**src/rtl/knight_rider_sequencer.sv**
```systemverilog
// Knight Rider LED scan controller: push-button run/stop, tick divider, ping-pong position to LEDR.
// Latency: press visible on 3rd CLK edge; LEDR/POS/DIR registered together. No backpressure (free-running).
// Optional KRS_TRAIL_EN: keeps previous position and lights it as a 2-LED comet tail.
module knight_rider_sequencer #(
    parameter int N_LEDS = 10,
    parameter int DIV    = 5555556,
    parameter int PW     = 4
) (
    input  logic              CLK,
    input  logic              CLR,
    input  logic              ONOFF_N,
    input  logic              SPEED,
    output logic [N_LEDS-1:0] LEDR,
    output logic [PW-1:0]     POS,
    output logic              DIR,
    output logic              RUN
);
    localparam int CW = $clog2(DIV);

    typedef enum logic [1:0] {OFF, UP, DOWN} state_t;

    state_t            state, state_nxt;
    logic              s1, s2, s3;
    logic              toggle;
    logic [CW-1:0]     cnt;
    logic [CW-1:0]     lim_m1;
    logic              tick;
    logic [PW-1:0]     pos_nxt;
    logic              dir_nxt;
    logic [N_LEDS-1:0] ledr_nxt;
`ifdef KRS_TRAIL_EN
    logic [PW-1:0]     prev, prev_nxt;
`endif

    // Two flops resolve metastability, the third gives the falling-edge reference.
    always_ff @(posedge CLK or negedge CLR) begin
        if (!CLR) begin
            s1 <= 1'b1;
            s2 <= 1'b1;
            s3 <= 1'b1;
        end else begin
            s1 <= ONOFF_N;
            s2 <= s1;
            s3 <= s2;
        end
    end

    assign toggle = s3 & ~s2;
    assign RUN    = (state != OFF);
    assign lim_m1 = SPEED ? CW'(DIV/2 - 1) : CW'(DIV - 1);
    // >= rather than == so a mid-count drop of the limit ticks next cycle.
    assign tick   = RUN && (cnt >= lim_m1);

    always_ff @(posedge CLK or negedge CLR) begin
        if (!CLR) begin
            cnt <= '0;
        end else if (!RUN || toggle || tick) begin
            cnt <= '0;
        end else begin
            cnt <= cnt + 1'b1;
        end
    end

    always_comb begin
        state_nxt = state;
        pos_nxt   = POS;
        dir_nxt   = DIR;
`ifdef KRS_TRAIL_EN
        prev_nxt  = prev;
`endif
        case (state)
            OFF: begin
                pos_nxt = '0;
                dir_nxt = 1'b1;
                if (toggle) state_nxt = UP;
            end
            UP: begin
                if (toggle) begin
                    state_nxt = OFF;
                    pos_nxt   = '0;
                    dir_nxt   = 1'b1;
                end else if (tick) begin
                    if (POS == PW'(N_LEDS - 1)) begin
                        state_nxt = DOWN;
                        pos_nxt   = PW'(N_LEDS - 2);
                        dir_nxt   = 1'b0;
                    end else begin
                        pos_nxt = POS + 1'b1;
                    end
                end
            end
            DOWN: begin
                if (toggle) begin
                    state_nxt = OFF;
                    pos_nxt   = '0;
                    dir_nxt   = 1'b1;
                end else if (tick) begin
                    if (POS == '0) begin
                        state_nxt = UP;
                        pos_nxt   = PW'(1);
                        dir_nxt   = 1'b1;
                    end else begin
                        pos_nxt = POS - 1'b1;
                    end
                end
            end
            default: begin
                state_nxt = OFF;
                pos_nxt   = '0;
                dir_nxt   = 1'b1;
            end
        endcase
`ifdef KRS_TRAIL_EN
        if (state_nxt == OFF || state == OFF) begin
            prev_nxt = '0;
        end else if (tick && !toggle) begin
            prev_nxt = POS;
        end
`endif
        ledr_nxt = '0;
        if (state_nxt != OFF) begin
`ifdef KRS_TRAIL_EN
            ledr_nxt = (N_LEDS'(1) << pos_nxt) | (N_LEDS'(1) << prev_nxt);
`else
            ledr_nxt = N_LEDS'(1) << pos_nxt;
`endif
        end
    end

    always_ff @(posedge CLK or negedge CLR) begin
        if (!CLR) begin
            state <= OFF;
            POS   <= '0;
            DIR   <= 1'b1;
            LEDR  <= '0;
`ifdef KRS_TRAIL_EN
            prev  <= '0;
`endif
        end else begin
            state <= state_nxt;
            POS   <= pos_nxt;
            DIR   <= dir_nxt;
            LEDR  <= ledr_nxt;
`ifdef KRS_TRAIL_EN
            prev  <= prev_nxt;
`endif
        end
    end
endmodule

```
**config.mk**
```make
export PLATFORM = sky130hd
export DESIGN_NAME = knight_rider_sequencer
export DESIGN_NICKNAME = d
export VERILOG_FILES = /design/src/rtl/knight_rider_sequencer.sv
export SDC_FILE = /design/constraint.sdc
export NUM_CORES = 1
export LEC_CHECK = 0
export ABC_AREA = 0
export CAP_MARGIN = 20
export CELL_PAD_IN_SITES_DETAIL_PLACEMENT = 1
export CELL_PAD_IN_SITES_GLOBAL_PLACEMENT = 1
export CORE_MARGIN = 2
export CORE_UTILIZATION = 49
export CTS_CLUSTER_SIZE = 28
export DETAILED_ROUTE_END_ITERATION = 16
export GPL_TIMING_DRIVEN = 0
export PLACE_DENSITY_LB_ADDON = 0.1
export SETUP_SLACK_MARGIN = 0.5
export SLEW_MARGIN = 10
export SYNTH_ARGS = -nofsm -noshare
export SYNTH_HDL_FRONTEND = slang
export SYNTH_SLANG_ARGS = --single-unit
```
**constraint.sdc**
```tcl
create_clock -name CLK -period 5.1 [get_ports CLK]
set_clock_uncertainty 0.05 [all_clocks]
set_input_delay 1.02 -clock CLK [delete_from_list [all_inputs] [get_ports CLK]]
set_output_delay 1.02 -clock CLK [all_outputs]
set_load 0.01 [all_outputs]
```
; After elaboration in Yosys (flattened, before gate mapping)
; Index checks and enable logic that the tools add are counted.
[classes]
addsub = 3
magnitude_cmp = 1
eq_ne = 7
shift = 1
n_mux = 25
bitwise = 2
reduce_logical = 9
[op_table]
columns = operator, n
row1 = 23-bit two-way mux, 2
row2 = 4-bit two-way mux, 6
row3 = 23-bit by 1-bit adder with 23-bit output (second input constant), 1
row4 = 23-bit >= comparator, 1
row5 = 2-bit two-way mux, 7
row6 = 3-bit != test (second input constant), 4
row7 = 10-bit two-way mux, 1
row8 = 1-bit by 4-bit left shift with 10-bit output (first input constant), 1
row9 = 4-bit case mux with 2 select lines, 1
row10 = 1-bit two-way mux, 6
row11 = 2-bit case mux with 3 select lines, 1
row12 = 4-bit by 1-bit adder with 4-bit output (second input constant), 1
row13 = 4-bit == test (second input constant), 1
row14 = 4-bit zero test, 1
row15 = 4-bit AND reduction, 1
row16 = 2-bit nonzero test, 2
row17 = 4-bit by 1-bit subtractor with 4-bit output (second input constant), 1
row18 = 2-bit by 1-bit == test with 1-bit output (second input constant), 1
row19 = 2-bit == test (second input constant), 1
row20 = 2-bit zero test, 1
row21 = 1-bit logical OR, 2
row22 = 1-bit case mux with 2 select lines, 1
row23 = 1-bit bitwise AND, 1
row24 = 1-bit logical AND, 1
row25 = 2 further kinds, 2
[word_totals]
regBits = 43
inputBits = 4
out_inout_bits = 16
word_cells = 56

; Logic depth before layout (Yosys ltp)
[logic_depth]
ltp_word = 8
mapped_depth = 11
ltp_nobuf = 11

; Least setup slack after synthesis
; Ideal clock, no wire load.
[synth_path]
path_type = input port to flip-flop
from = in SPEED
to = reg LEDR[3]
arrival_time_ns = 3.050
required_ns = 4.921
path_slack_ns = 1.871
stages = 10
path_buffers = 0
cell_sequence = inv_1 -> ha_1 -> and3_1 -> o211ai_1 -> o22ai_2 -> o31ai_2 -> or4_4 -> a221o_1 -> o211ai_2 -> nor4_1
[synth_between]
elab_chain_cells = 8
[synth_rtl]
columns = item, line_no
row1 = start: declaration, 12  ; input logic SPEED,
row2 = 23-bit two-way mux *, 50  ; assign lim_m1 = SPEED ? CW'(DIV/2 - 1) : CW'(DIV - 1);
row3 = 23-bit >= comparator *, 52  ; assign tick = RUN && (cnt >= lim_m1);
row4 = 1-bit logical AND *, 52
row5 = "2-bit two-way mux, or another cell as far along", 97  ; end else if (tick) begin
row6 = "2-bit two-way mux, or another cell as far along", 93  ; if (toggle) begin
row7 = 2-bit case mux with 3 select lines / 4-bit case mux with 2 select lines (equally long branches), 71  ; case (state)
row8 = 2-bit nonzero test / 1-bit by 4-bit left shift with 10-bit output (equally long branches), "121, 125"
row9 = 10-bit two-way mux *, 121  ; if (state_nxt != OFF) begin
row10 = via ledr_nxt[3], 30  ; logic [N_LEDS-1:0] ledr_nxt;
row11 = end signal: assignment, 143  ; LEDR <= ledr_nxt;
row12 = end: declaration, 13  ; output logic [N_LEDS-1:0] LEDR,
; The timed path passes the listed nets; every way through them passes the cells marked *.
; A chain may end at the register's enable or synchronous reset.

; Worst setup path after layout
[layout_path]
from = in SPEED
to = reg LEDR[8]
[layout_between]
elab_chain_cells = 8
[layout_rtl]
columns = item, line_no
row1 = 23-bit two-way mux *, 50
row2 = 23-bit >= comparator *, 52
row3 = 1-bit logical AND *, 52
row4 = "4-bit two-way mux, on equally long branches", "97, 82"
row5 = "4-bit two-way mux, on equally long branches", "93, 78"
row6 = 4-bit case mux with 2 select lines *, 71
row7 = via pos_nxt[2], 28  ; logic [PW-1:0] pos_nxt;
row8 = 1-bit by 4-bit left shift with 10-bit output *, 125  ; ledr_nxt = N_LEDS'(1) << pos_nxt;
row9 = 10-bit two-way mux *, 121
row10 = via ledr_nxt[8], 30
; Marked as above.

==> results.cfg <==
[grt]
track_usage_pct = 23.4
grt_pass1_vias = 2146
antenna_found_initial = 0
grt_max_degree = 23
grt_pass1_wl_um = 10200
grt_overflow_total = 0

[placed_design]
dp_hpwl_um = 4650
port_buffers = 19
place_congestion = 0.810

[floorplanning]
die_h_um = 75.7
rows = 26
initial_core_util_pct = 50.0
ios = 20
die_area_um2 = 5730
core_um2 = 5040
die_w_um = 75.7

[logic_synthesis]
syn_nets = 287
synth-seq-cells = 43
yosysSeqAreaShare_pct = 42.9
syn-cell-area_um2 = 2520
async_flop_share_pct = 100
syn-instance-count = 263
synth_warnings = 0
synth_edf_count = 0
avgSynthCellArea_um2 = 9.58
synth_ff_type = dfrtp_1
yosys.cell_types.count = 50

[clock_tree]
clockBufferDepth = 2
hold_buffers = 0
cts_tree = yes
cts-root-buf = clkbuf_8
postCtsResizedCells = 0
insertion_delay_ps = 300
postCtsSetupRepairBufs = 0
cts_made_buffers = 5
clock-sinks = 43
htree_levels = 2
clk_pin_slew_worst_paths_ps = 90

[pwr]
p_per_area_nw_per_um2 = 289
power_frac_comb_pct = 23.5
swShare_pct = 32.5
p_int_mw = 0.572
power_frac_clock_pct = 32.3
power_switching_mw = 0.275
peakVddDrop_mv = 0.146
p_seq_share_pct = 44.2
cellLeakagePower_nw = 1.29

[layout]
syn2layout_area_growth_pct = 16.4
antenna_cells = 0
drive_gt1_share_pct = 9.28
fin_nets = 314
fin_util_pct = 58.1
n_fill_cell = 589

[detailed_routing]
drt-met1-wl_um = 2800
wl_met2_um = 3010
vias = 2049
wl_per_cell_um = 16.8
drt_iter0_markers = 81
viasPerCell = 5.68
wl_met3_um = 180
routed.top_layer = met4
drt_pass1_iterations = 4
antenna_left = 0
routed_wl_um = 6070
post-route-drc-count = 0

[sta]
min_period_ps = 4200
hold_violations = 0
period_share_pct = 82.4
relSlewSlack_pct = 63.5
slew_viol_final = 0
clock.fmax_mhz = 238
setup_viol = 0
finalSetupTns_ps = 0
rsz0062_at_grt = false
tightest_slew_ps = 547

[run_status]
status = completed

[critical_path]
crit_required_ps = 5220
crit_path_start_kind = input port
endpoint_kind = flip-flop
critPathArrivalTime_ps = 4320
critPathMaxFanout = 9
crit_type = in2reg

[worst_hold_path]
hold_path.class = reg2reg

[flow_run]
maxCapViolCount = 0
worst max-delay path, stage by stage:
cell and delay, ps:
clkdlybuf4s50_1 730, inv_1 270, ha_1 360, and3_1 190, o211ai_1 110, o22ai_2 270
nor3_1 100, o31a_1 290, o211ai_1 170, and2_1 280, inv_2 110, nor4_1 410
metrics by stage:
step	total power, mW	setup WS [ps]	instance area [um^2]	instances	hold WS [ps]
6_report	0.847	896	2930	361	314
5_1_grt	0.894	699	2930	361	320
4_1_cts	0.858	835	2930	361	317
3_5_place_dp	0.580	550	2820	353	300
3_3_place_gp	0.569	716	2800	352	301
2_1_floorplan	0.504	1870	2520	263	295
power by group through the flow:
| stage | clock (mW) | combinational [mW] | sequential (mW) |
|---|---|---|---|
| 2_1_floorplan | 0 | 0.125 | 0.380 |
| 3_3_place_gp | 0 | 0.188 | 0.381 |
| 3_5_place_dp | 0 | 0.198 | 0.382 |
| 4_1_cts | 0.282 | 0.201 | 0.375 |
| 5_1_grt | 0.294 | 0.222 | 0.379 |
| 6_report | 0.273 | 0.199 | 0.375 |
worst paths after layout:
path	from	endpoint	slack [ps]	cells after the start
worst min-delay path	s1$_DFF_PN1_	s2$_DFF_PN1_	310	0
worst max-delay path	SPEED	LEDR[8]$_DFF_PN0_	900	12
worst max register to register	cnt[18]$_DFF_PN0_	LEDR[8]$_DFF_PN0_	2180	10
worst min register to register	s1$_DFF_PN1_	s2$_DFF_PN1_	310	0
max in group asynchronous	CLR	POS[1]$_DFF_PN0_	3860	2
min in group asynchronous	CLR	cnt[3]$_DFF_PN0_	640	1
final cells by class:
class                   count  area, um^2  share of cell area (%)
multi-input cells         207        1390                    47.3
flip-flops and latches     43        1080                    36.9
repair buffers             20         213                    7.26
well taps                  70        87.6                    2.99
clock buffers               5        68.8                    2.35
clock inverters             3        43.8                    1.49
inverters                   8        30.0                    1.02
plain buffers               5        20.0                   0.683
per-layer routing:
layer,track usage (%),vias to the layer above
li1,-,989
met5,0,-
met4,6.63,0
met3,4.50,8
met1,31.5,1019
met2,38.5,33
cell usage in the layout, fill, tap and decap left out, types with 2 or more instances in the layout:
cell and count:
inv_1 7, dfrtp_1 39, xnor2_1 5, nand2b_1 2, o21ai_0 5, a21oi_1 12, o21ai_2 2, clkdlybuf4s50_1 18
clkbuf_8 5, nand2_1 21, and3_1 9, ha_1 20, dfstp_2 4, and2_1 5, o211ai_2 2, nor2_1 37
o211ai_1 4, a21o_1 2, or3_1 2, buf_2 2, o21a_1 2, a221o_1 2, nor3_1 9, nand3_1 14
o21ai_1 3, nand4_1 4, nor4_1 5, xor2_1 15, nor2b_1 4, clkbuf_1 4
synth_stat cells, types with 5 or more instances:
library cell,count,area (um^2)
xnor2_1,5,43.8
nor4_1,5,31.3
inv_1,7,26.3
nand3_1,14,70.1
and3_1,9,56.3
xor2_1,15,131
dfrtp_1,39,976
and2_1,5,31.3
nand2_1,21,78.8
nor2_1,37,139
nor3_1,9,45.0
a21oi_1,12,60.1
o21ai_0,5,25.0
ha_1,20,250
logic make-up (layout without fill, tap and decap cells):
family	after synthesis	count (layout)	synth area share [%]
simple gates	120	120	23.6
fa+ha+maj	20	20	9.94
xor+xnor	20	20	6.95
flops	43	43	42.9
mux	2	2	0.844
compound gates	45	45	13.8
buf+inv	13	41	1.99
sequential cells by signal, summed over array words and instances (netlist names):
register and cells:
cnt 23, LEDR 10, POS 4, state 2, DIR 1, s1 1, s2 1, s3 1
Note: power is estimated with default switching activity, not from simulation.
